**config.mk**
```make
export PLATFORM = sky130hd
export DESIGN_NAME = memdma
export DESIGN_NICKNAME = d
export VERILOG_FILES = /design/src/rtl/memdma.sv
export SDC_FILE = /design/constraint.sdc
export NUM_CORES = 1
export LEC_CHECK = 0
export ABC_CLOCK_PERIOD_IN_PS = 3840
export BUFFER_PORTS_ARGS = -buffer_cell sky130_fd_sc_hd__buf_2
export CAP_MARGIN = 30
export CORE_MARGIN = 10
export CORE_UTILIZATION = 40
export DETAILED_ROUTE_END_ITERATION = 8
export PLACE_DENSITY = 0.68
export SLEW_MARGIN = 10
export SYNTH_ARGS = -nofsm -noshare
export SYNTH_HDL_FRONTEND = slang
export SYNTH_SLANG_ARGS = --single-unit
```
**constraint.sdc**
```tcl
create_clock -name clk_in -period 3.84 [get_ports clk_in]
set_input_delay 0.96 -clock clk_in [delete_from_list [all_inputs] [get_ports clk_in]]
set_output_delay 0.96 -clock clk_in [all_outputs]
set_load 0.02 [all_outputs]
```
**src/rtl/memdma.sv**
```systemverilog
// Snooping memory-to-memory DMA: a CPU write to TRIG_ADDR copies one 2^LEN_LOG2-byte page to DST_ADDR.
// Optional one-cycle ALIGN state before the first read is built when MEMDMA_ALIGN_EN is defined.
module memdma #(
    parameter logic [15:0] TRIG_ADDR = 16'h4014,
    parameter logic [15:0] DST_ADDR  = 16'h2004,
    parameter int unsigned LEN_LOG2  = 8,
    parameter bit          DST_INC   = 1'b0
) (
    input  logic        clk_in,
    input  logic        rst_in,
    input  logic [15:0] cpumc_a_in,
    input  logic [7:0]  cpumc_din_in,
    input  logic [7:0]  cpumc_dout_in,
    input  logic        cpu_r_nw_in,
    input  logic        cpumc_rdy_in,
    output logic        active_out,
    output logic        done_out,
    output logic [15:0] cpumc_a_out,
    output logic [7:0]  cpumc_d_out,
    output logic        cpumc_r_nw_out,
    output logic        cpumc_req
);

    typedef enum logic [2:0] {
        StReady    = 3'd0,
`ifdef MEMDMA_ALIGN_EN
        StAlign    = 3'd1,
`endif
        StRdReq    = 3'd2,
        StRdWait   = 3'd3,
        StWrite    = 3'd4,
        StCooldown = 3'd5
    } state_e;

    state_e                state_q, state_d;
    logic [7:0]            page_q, page_d;
    logic [LEN_LOG2-1:0]   count_q, count_d;
    logic [7:0]            data_q, data_d;
    logic                  done_q, done_d;
    logic [15:0]           src_addr;
    logic [15:0]           dst_addr;

    // count is exactly LEN_LOG2 bits, so the source address cannot leave the page
    assign src_addr = {page_q, 8'h00} + 16'(count_q);
    assign dst_addr = DST_INC ? DST_ADDR + 16'(count_q) : DST_ADDR;

    always_comb begin
        state_d        = state_q;
        page_d         = page_q;
        count_d        = count_q;
        data_d         = data_q;
        done_d         = 1'b0;
        active_out     = 1'b0;
        cpumc_a_out    = 16'h0000;
        cpumc_d_out    = 8'h00;
        cpumc_r_nw_out = 1'b1;
        cpumc_req      = 1'b0;

        case (state_q)
            StReady: begin
                if (cpumc_a_in == TRIG_ADDR && !cpu_r_nw_in) begin
                    page_d  = cpumc_din_in;
                    count_d = '0;
`ifdef MEMDMA_ALIGN_EN
                    state_d = StAlign;
`else
                    state_d = StRdReq;
`endif
                end
            end
`ifdef MEMDMA_ALIGN_EN
            StAlign: begin
                active_out = 1'b1;
                state_d    = StRdReq;
            end
`endif
            StRdReq: begin
                active_out  = 1'b1;
                cpumc_a_out = src_addr;
                cpumc_req   = 1'b1;
                state_d     = StRdWait;
            end
            StRdWait: begin
                active_out  = 1'b1;
                cpumc_a_out = src_addr;
                data_d      = cpumc_dout_in;
                if (cpumc_rdy_in) begin
                    state_d = StWrite;
                end
            end
            StWrite: begin
                active_out     = 1'b1;
                cpumc_a_out    = dst_addr;
                cpumc_d_out    = data_q;
                cpumc_r_nw_out = 1'b0;
                if (count_q == '1) begin
                    done_d  = 1'b1;
                    state_d = StCooldown;
                end else begin
                    count_d = count_q + 1'b1;
                    state_d = StRdReq;
                end
            end
            StCooldown: begin
                if (cpu_r_nw_in) begin
                    state_d = StReady;
                end
            end
            default: state_d = StReady;
        endcase

        // Reset masks the bus immediately so an in-flight write never reaches memory
        if (rst_in) begin
            active_out     = 1'b0;
            cpumc_a_out    = 16'h0000;
            cpumc_d_out    = 8'h00;
            cpumc_r_nw_out = 1'b1;
            cpumc_req      = 1'b0;
        end
    end

    assign done_out = done_q && !rst_in;

    always_ff @(posedge clk_in) begin
        if (rst_in) begin
            state_q <= StReady;
            page_q  <= 8'h00;
            count_q <= '0;
            data_q  <= 8'h00;
            done_q  <= 1'b0;
        end else begin
            state_q <= state_d;
            page_q  <= page_d;
            count_q <= count_d;
            data_q  <= data_d;
            done_q  <= done_d;
        end
    end

endmodule

```
Word-level counts from Yosys, hierarchy flattened

Cells that the tools add are included.

Reduce and logical (&&, ||, !) cells: 12
Equality and inequality tests: 10
Bitwise logic cells: 1
Add/subtract/negate cells: 2
Multiplexer cells: 19

Operators by type and width:

| operator                                              | number |
|---|---|
| two-way mux 8 bit                                     | 4 |
| one-hot mux 16 bit (2 select lines)                   | 1 |
| adder 16 x 8 -> 16 bit                                | 1 |
| equality test 16 x 15 -> 1 bit, second input constant | 1 |
| two-way mux 16 bit                                    | 1 |
| one-hot mux 8 bit (2 select lines)                    | 1 |
| one-hot mux 3 bit (5 select lines)                    | 1 |
| two-way mux 3 bit                                     | 4 |
| adder 8 x 1 -> 8 bit, second input constant           | 1 |
| equality test 8 bit, second input constant            | 1 |
| != test 2 bit, second input constant                  | 4 |
| two-way mux 1 bit                                     | 7 |
| equality test 3 x 2 -> 1 bit, second input constant   | 2 |
| equality test 3 bit, second input constant            | 2 |
| AND reduction 3 bit                                   | 2 |
| OR reduction 2 bit                                    | 2 |
| zero test 3 bit                                       | 1 |
| OR reduction 3 bit                                    | 1 |
| logical AND 1 bit                                     | 2 |
| zero test 1 bit                                       | 2 |
| AND reduction 2 bit                                   | 1 |
| nonzero test 2 bit                                    | 1 |
| NOT 1 bit                                             | 1 |

Input port bits: 36
Word-level logic and storage cells: 49
Output and inout port bits: 28
Register bits: 28

Logic depth before layout (Yosys ltp)

Gate-level depths: netlist of the first run.

Word-level depth: 4
Depth in mapped cells: 6
Depth with buffers taken out: 6

Least setup slack after synthesis of the first run

OpenSTA, ideal clock, no wires.

Path type: input -> output
Start: input port rst_in
End: output port cpumc_req
Path buffers: 1
Cell stages on the path: 2
Slack: 1231 ps
Required time: 2880 ps
Data arrival time: 1649 ps
Cells stage by stage: clkbuf_1 -> nor3_1

Longest elaborated chain between the ends: 1

Ends and longest elaborated chain:

| element           | line | source |
|---|---|---|
| from (decl)       | 10   | `input logic rst_in,` |
| two-way mux 1 bit | 113  | `if (rst_in) begin` |
| to (decl)         | 21   | `output logic cpumc_req` |

No other way between the ends.

Worst setup path after layout of the first run

Start: input port rst_in
End: output port cpumc_a_out[13]

Longest elaborated chain between the ends: 1

Ends and longest elaborated chain:

| element            | line | source |
|---|---|---|
| two-way mux 16 bit | 113  |  |
| to (decl)          | 18   | `output logic [15:0] cpumc_a_out,` |

No other way between the ends.

==> impl_metrics.ini, run 1 <==
[global_routing]
grt.overflow.total = 0
track_usage = 0.122
grt_max_degree = 21
antenna_found_initial = 0
grt_pass1_vias = 1414
grt_pass1_wl_mm = 6.49

[die]
dieArea_mm2 = 0.00649
row_count = 21
core_mm2 = 0.00344
die_w_um = 80.5
die_y_um = 80.5
start_util = 0.426
boundaryPins = 64

[critical_path]
worstPathRequired_ns = 2.88
worstPathArrival_ns = 2.19
path_max_fanout = 15
crit_path_end_kind = output pin
start_kind = primary input
crit_type = primary input to output pin

[timing]
skew_ns = 0.00861
timing.final.crit_share = 0.820
setup_violations = 0
maxSlewViolCount = 0
relSlewSlack = 0.525
finalSetupTns_ns = 0
rsz0062_at_grt = false
finalHoldViolCount = 0
fmax_mhz = 318
post-route-min-period_ns = 3.15
tightest_slew_ns = 0.711

[place]
placed_area_mm2 = 0.00181
gp_congestion = 0.787
post-place-cells = 288
port_buffers = 63
hpwl_mm = 3.04

[clock_tree]
clockBufferDepth = 2
htree_num_levels = 1
cts_sinks = 28
cts_hold_buf = 0
cts_repair_resize_count = 0
clkLatencyLatePin_ns = 0.27
clk_pin_slew_ns = 0.08
clock-root-buffer = clkbuf_8
post_cts_buffers = 0
cts_buffers = 3
cts_tree = yes

[yosys]
syn-num-nets = 223
synth_cell_types = 37
syn-cell-area_mm2 = 0.00147
yosysSeqAreaShare = 0.382
avgSynthCellArea_um2 = 7.88
synth-async-reset-ratio = 0
synthTopCellsByArea = dfxtp_1, and2_1, nor2_1
ys_ff_latch = 28
netlist_top_cells_count = nor2_1, dfxtp_1, and2_1
synth.most_common_cell = nor2_1
synth_top_area_cell = dfxtp_1
ys_warn_count = 0
synth_edf_count = 0
synth_top_area_frac = 0.382
ys.flop_type = dfxtp_1
synth_cells = 186

[job]
cap_violations = 0

[finish]
ff_latch_area_um2 = 561
final.fill_count = 343
layout.nets = 284
drive_gt1_frac = 0.310
final_util = 0.537
num_antenna_cells = 0
multi_input_area_um2 = 851
fin_cells = 291
final_cell_area_mm2 = 0.00185
area_delta_synth_final_pct = 26.0

[detailed_routing]
wirelength_mm = 3.96
ant_nets = 0
vias = 1457
drtIter0Drc = 84
drc = 0
dr.pass1.iters = 4
avgRoutedWirePerCell_um = 13.6
viasPerCell = 5.01

[power]
power_density_mw_per_mm2 = 256
cellLeakagePower_nw = 0.766
ir_worst_vdd_mv = 0.158
p_total_mw = 0.472

[min_path]
min_path_type = flop to flop

[run_status]
status = complete, no violations
-- routing by layer --
| metal | vias up | share of wire | track usage | wire length (um) |
|---|---|---|---|---|
| met4 | 0 | 0.020 | 0.0581 | 78 |
| met1 | 640 | 0.47 | 0.148 | 1850 |
| met5 | - | 0 | 0 | 0 |
| li1 | 759 | - | - | - |
| met2 | 52 | 0.42 | 0.181 | 1650 |
| met3 | 6 | 0.096 | 0.0490 | 382 |
-- kinds of logic after synthesis --
| family | share of synthesized area |
|---|---|
| adder cells (fa/ha/maj) | 0.00853 |
| AO/OA/AOI/OAI | 0.125 |
| buffers and inverters | 0.0375 |
| multiplexers | 0.0546 |
| AND/OR/NAND/NOR | 0.392 |
| flip-flops | 0.382 |
-- where the power goes --
group	switching [mW]	total [mW]	internal, mW
Sequential	0.0000955	0.290	0.290
Combinational	0.0117	0.0268	0.0151
Clock	0.0850	0.155	0.0704
-- flip-flops by register name, indices dropped and copies added, names as in the netlist --
signal / flops
count_q: 8
data_q: 8
page_q: 8
state_q: 3
done_q: 1
-- area by class of cell --
type / instances / share of cell area
timing repair buffer: 65 / 0.179
sequential: 28 / 0.303
multi-input combinational: 147 / 0.460
inverter: 2 / 0.00406
clock buffer: 3 / 0.0223
tap: 46 / 0.0311
-- placed cells by master (no fill, tap or decap), types with 3 or more instances in the layout --
cell / count
buf_2: 63
o21ai_0: 5
nand2_1: 15
mux2i_1: 8
nor3_1: 9
clkbuf_8: 3
nand3_1: 14
dfxtp_1: 28
and2_1: 23
a21oi_1: 14
nor2_1: 31
-- critical path: stages --
cell and delay (ns):
buf_2 0.17, nor2_1 0.58, nor2_1 0.16, nor2_1 0.13
buf_2 0.18
-- worst paths after layout --
check,startpoint,endpoint,slack [ns],cells past startpoint
min,data_q[5],data_q[5],0.45,2
max,rst_in,cpumc_a_out[13],0.69,5
max reg2reg,count_q[0],count_q[7],2.12,6
min reg2reg,data_q[5],data_q[5],0.45,2
-- through the flow --
stage,hold WS [ns],setup WS (ns)
floorplan,0.432,1.23
detailed placement,0.444,0.654
global placement,0.439,0.698
CTS,0.456,0.651
finish,0.455,0.692
global route,0.471,0.434
Note: power is estimated with default switching activity, not from simulation.
==> run 2, diff against run 1 <==
- ABC_CLOCK_PERIOD_IN_PS: 3840 -> 2700
- PLACE_DENSITY: 0.68 -> 0.71
- clock period: 3.84 -> 2.7 ns (I/O delays scaled with it)
==> run 2 against run 1 <==
- clock-buffer cell count is 1 higher
- global-route usage is 0.65 points higher
- critical path depth is 1 higher
- cell count is 1.0% higher
- critical path type is now flop to output pin
==> impl_metrics.ini, run 2 (synthesis gave the netlist of run 1 again) <==
[timing]
maxSlewViolCount = 0
finalSetupTns_ns = 0
post-route-min-period_ns = 2.48
skew_ns = 0.00349
rsz0062_at_grt = false
timing.final.crit_share = 0.919
fmax_mhz = 403
hold_slack_ns = 0.455
tightest_slew_ns = 0.366
finalHoldViolCount = 0
fin_ws_ns = 0.219
relSlewSlack = 0.755
setup_violations = 0

[finish]
final_cell_area_mm2 = 0.00188
most-common-layout-cells = buf_2, nor2_1, dfxtp_1
layout_commonest_cell = buf_2
area_delta_synth_final_pct = 28.4
final_util = 0.547
drive_gt1_frac = 0.323
fin_cells = 294
layout.nets = 286
top_regs = count_q: 8 flops, data_q: 8 flops, page_q: 8 flops
num_antenna_cells = 0

[place]
port_buffers = 63
placed_area_mm2 = 0.00182
pre_cts_slack_ns = 0.350
hpwl_mm = 3.19
gp_congestion = 0.870
post-place-cells = 290

[die]
dieArea_mm2 = 0.00649
die_y_um = 80.5
boundaryPins = 64
die_w_um = 80.5
row_count = 21
core_mm2 = 0.00344
start_util = 0.426

[critical_path]
worst-path-buf-inv = 1
worstPathRequired_ns = 2.03
crit_path_end_kind = output pin
reg2regPathDepth = 6
start_kind = flop
r2r_slack_ns = 1.01
path_max_fanout = 10
path_depth = 6
worstPathArrival_ns = 1.81
crit_type = flop to output pin
r2r_end = count_q[7]
crit_slowest_cell = dfxtp_1
crit_top_cell = nor2_1
rr_startpoint = count_q[0]
slowest_delay_ns = 0.39
crit_chain = nand2b_1 -> or2_1 -> nor2_4 -> nor2_1 -> nor2_1 -> buf_2
critPathTopFamily = simple AND/OR/NAND/NOR gates

[job]
cap_violations = 0

[run_status]
status = complete, no violations

[detailed_routing]
drc = 0
ant_nets = 0
viasPerCell = 5.09
avgRoutedWirePerCell_um = 13.9
wirelength_mm = 4.08
dr.pass1.iters = 4
drtIter0Drc = 71
vias = 1495

[power]
ir_worst_vdd_mv = 0.247
p_total_mw = 0.711
swShare = 0.206
pwr-share-seq = 0.580
combPwrFrac = 0.055
p_clk_frac = 0.365
netSwitchingPower_mw = 0.146
cellLeakagePower_nw = 0.785
power_density_mw_per_mm2 = 378
p_int_mw = 0.565

[clock_tree]
cts_hold_buf = 0
post_cts_buffers = 0
cts_tree = yes
clk_pin_slew_ns = 0.09
cts_buffers = 3
clkLatencyLatePin_ns = 0.28
cts_sinks = 28
htree_num_levels = 1
clockBufferDepth = 2
clock-root-buffer = clkbuf_8

[global_routing]
grt.overflow.total = 0
antenna_found_initial = 0
grt_pass1_wl_mm = 6.80
grt_max_degree = 19
track_usage = 0.128
grt_pass1_vias = 1506

[min_path]
hold_end = data_q[5]
hold_depth = 2
min_path_type = flop to flop
min-delay-start = data_q[5]
run 2: final cells by class:
class                           instances  area [um^2]
Clock buffer                            4         55.1
Fill cell                             322         1560
Sequential cell                        28          562
Multi-Input combinational cell        147          856
Inverter                                2         7.51
Timing Repair Buffer                   67          345
Tap cell                               46         57.6
run 2: power by group through the flow:
stage          Sequential, mW  Combinational (mW)  Clock (mW)
2_1_floorplan           0.422             0.00952           0
3_3_place_gp            0.422              0.0381           0
3_5_place_dp            0.422              0.0392           0
4_1_cts                 0.413              0.0391       0.271
5_1_grt                 0.413              0.0431       0.289
6_report                0.413              0.0391       0.260
run 2: metal layers:
layer / up-vias / share of wire / GRT usage
met2: 65 / 0.45 / 0.204
met3: 4 / 0.11 / 0.0523
met4: 0 / 0.0071 / 0.0546
met1: 659 / 0.44 / 0.147
met5: - / 0 / 0
li1: 767 / - / -
run 2: how the worst max path moves through the flow:
stage / to / from
after floorplan: cpumc_a_out[2] / state_q[1]
final: cpumc_a_out[2] / state_q[1]
after detailed placement: cpumc_a_out[2] / state_q[2]
after global routing: cpumc_a_out[2] / state_q[1]
after global placement: cpumc_a_out[2] / state_q[2]
after CTS: cpumc_a_out[2] / state_q[2]
run 2: what timing repair did:
action                                  in CTS  in global routing
endpoints found under the setup margin       0                 12
gates resized for setup                      0                  2
endpoints found under the hold margin        0                  0
run 2: worst reg2reg max path: stages (launching register included):
cell and delay (ns):
dfxtp_1 0.42, ha_1 0.22, nand3_1 0.20, o21ai_2 0.29, o21a_1 0.25, o21ai_0 0.11
a21oi_1 0.13
==> run 3, diff against run 2 <==
--- a/config.mk
+++ b/config.mk
@@ -14,2 +14,3 @@
 export PLACE_DENSITY = 0.71
+export RECOVER_POWER = 50
 export SLEW_MARGIN = 10
--- a/constraint.sdc
+++ b/constraint.sdc
@@ -3,2 +3,2 @@
 set_output_delay 0.675 -clock clk_in [all_outputs]
-set_load 0.02 [all_outputs]
+set_load 0.01 [all_outputs]
==> run 3 against run 2 <==
- combinational power fell by 3%
- via count grew 0.13%
- non-clock buffer count stayed put
- sequential share of layout area increased by 0.36 points
- first-iteration DRC count is 7.0% lower
- utilization is 0.65 points lower
- die area stayed put
- critical path type unchanged
- largest cell class unchanged
==> impl_metrics.ini, run 3 (synthesis gave the netlist of run 1 again) <==
[timing]
tightest_slew_ns = 1.03
setup_violations = 0
timing.final.crit_share = 0.910
maxSlewViolCount = 0
hold_slack_ns = 0.455
finalHoldViolCount = 0
skew_ns = 0.00253
rsz0062_at_grt = false
fmax_mhz = 407
post-route-min-period_ns = 2.46
finalSetupTns_ns = 0
relSlewSlack = 0.312
fin_ws_ns = 0.242

[die]
core_mm2 = 0.00344
die_w_um = 80.5
die_y_um = 80.5
boundaryPins = 64
start_util = 0.426
row_count = 21
dieArea_mm2 = 0.00649

[clock_tree]
clk_pin_slew_ns = 0.10
htree_num_levels = 1
cts_tree = yes
clock-root-buffer = clkbuf_8
cts_buffers = 3
clockBufferDepth = 2
cts_sinks = 28
clkLatencyLatePin_ns = 0.28

[finish]
top_regs = count_q: 8 flops, data_q: 8 flops, page_q: 8 flops
area_delta_synth_final_pct = 26.9
drive_gt1_frac = 0.302
final_util = 0.541
layout_commonest_cell = buf_2
ff_latch_area_um2 = 562
final.fill_count = 347
fin_cells = 294
most-common-layout-cells = buf_2, nor2_1, dfxtp_1
num_antenna_cells = 0
layout.nets = 286
multi_input_area_um2 = 838

[critical_path]
path_max_fanout = 10
crit_type = flop to output pin
start_kind = flop
crit_path_end_kind = output pin
worstPathRequired_ns = 2.03
worstPathArrival_ns = 1.78

[global_routing]
grt.overflow.total = 0
grt_max_degree = 18
track_usage = 0.121
grt_pass1_wl_mm = 6.58
antenna_found_initial = 0
grt_pass1_vias = 1414

[power]
cellLeakagePower_nw = 0.776
power_density_mw_per_mm2 = 384
ir_worst_vdd_mv = 0.282

[place]
pre_cts_slack_ns = 0.359
hpwl_mm = 3.13
port_buffers = 63
post-place-cells = 290
gp_congestion = 0.840

[detailed_routing]
wirelength_mm = 4.01
drtIter0Drc = 66
ant_nets = 0
vias = 1497
avgRoutedWirePerCell_um = 13.6
dr.pass1.iters = 4
viasPerCell = 5.09
drc = 0

[run_status]
status = complete, no violations

[job]
cap_violations = 0

[min_path]
min_path_type = flop to flop
## run 3: cell count changes in the layout (fill, tap and decap cells not counted), sizes merged
cell	before	now
clkbuf	4	6
buf	67	65
## run 3: timing repair
action	4_1_cts	5_1_grt
resized for setup	0	2
endpoints found under the hold margin	0	0
setup endpoints to repair	0	12
hold buffers	0	0
buffers inserted	0	0
## run 3: final timing paths
path              cells after the start  startpoint              to  slack, ns
setup / recovery                      6  state_q[1]  cpumc_a_out[2]       0.24
hold / removal                        2   data_q[6]       data_q[6]       0.45
setup reg to reg                      6  state_q[0]      count_q[6]       0.54
hold reg to reg                       2   data_q[6]       data_q[6]       0.45
## run 3: stage by stage
step | cell area [um^2] | total power [mW]
final | 1860 | 0.714
after global routing | 1860 | 0.739
after CTS | 1880 | 0.720
after detailed placement | 1820 | 0.461
after global placement | 1820 | 0.460
after floorplan | 1470 | 0.432
## run 3: worst max-delay path, stage by stage (launching register included)
cell and delay (ns):
dfxtp_1 0.39, nand2b_1 0.19, or2_1 0.33, nor2_4 0.24
nor2_1 0.10, nor2_1 0.11, buf_2 0.13
## run 3: power breakdown
| group | switching [mW] | internal (mW) |
|---|---|---|
| registers | 0.0000670 | 0.413 |
| clock network | 0.132 | 0.131 |
| logic | 0.0167 | 0.0211 |
| total | 0.149 | 0.564 |
## run 3: layer usage
layer / GRT usage / routed length, um / vias to the layer above
met4: 0.0423 / 44 / 0
met2: 0.182 / 1700 / 59
met3: 0.0501 / 405 / 5
li1: - / - / 761
met5: 0 / 0 / -
met1: 0.150 / 1860 / 672
## run 3: layout make-up
type                    count  share of cell area
well taps                  46              0.0309
inverters                   2             0.00403
multi-input cells         147               0.451
flip-flops and latches     28               0.302
repair buffers             67               0.183
clock buffers               4              0.0296
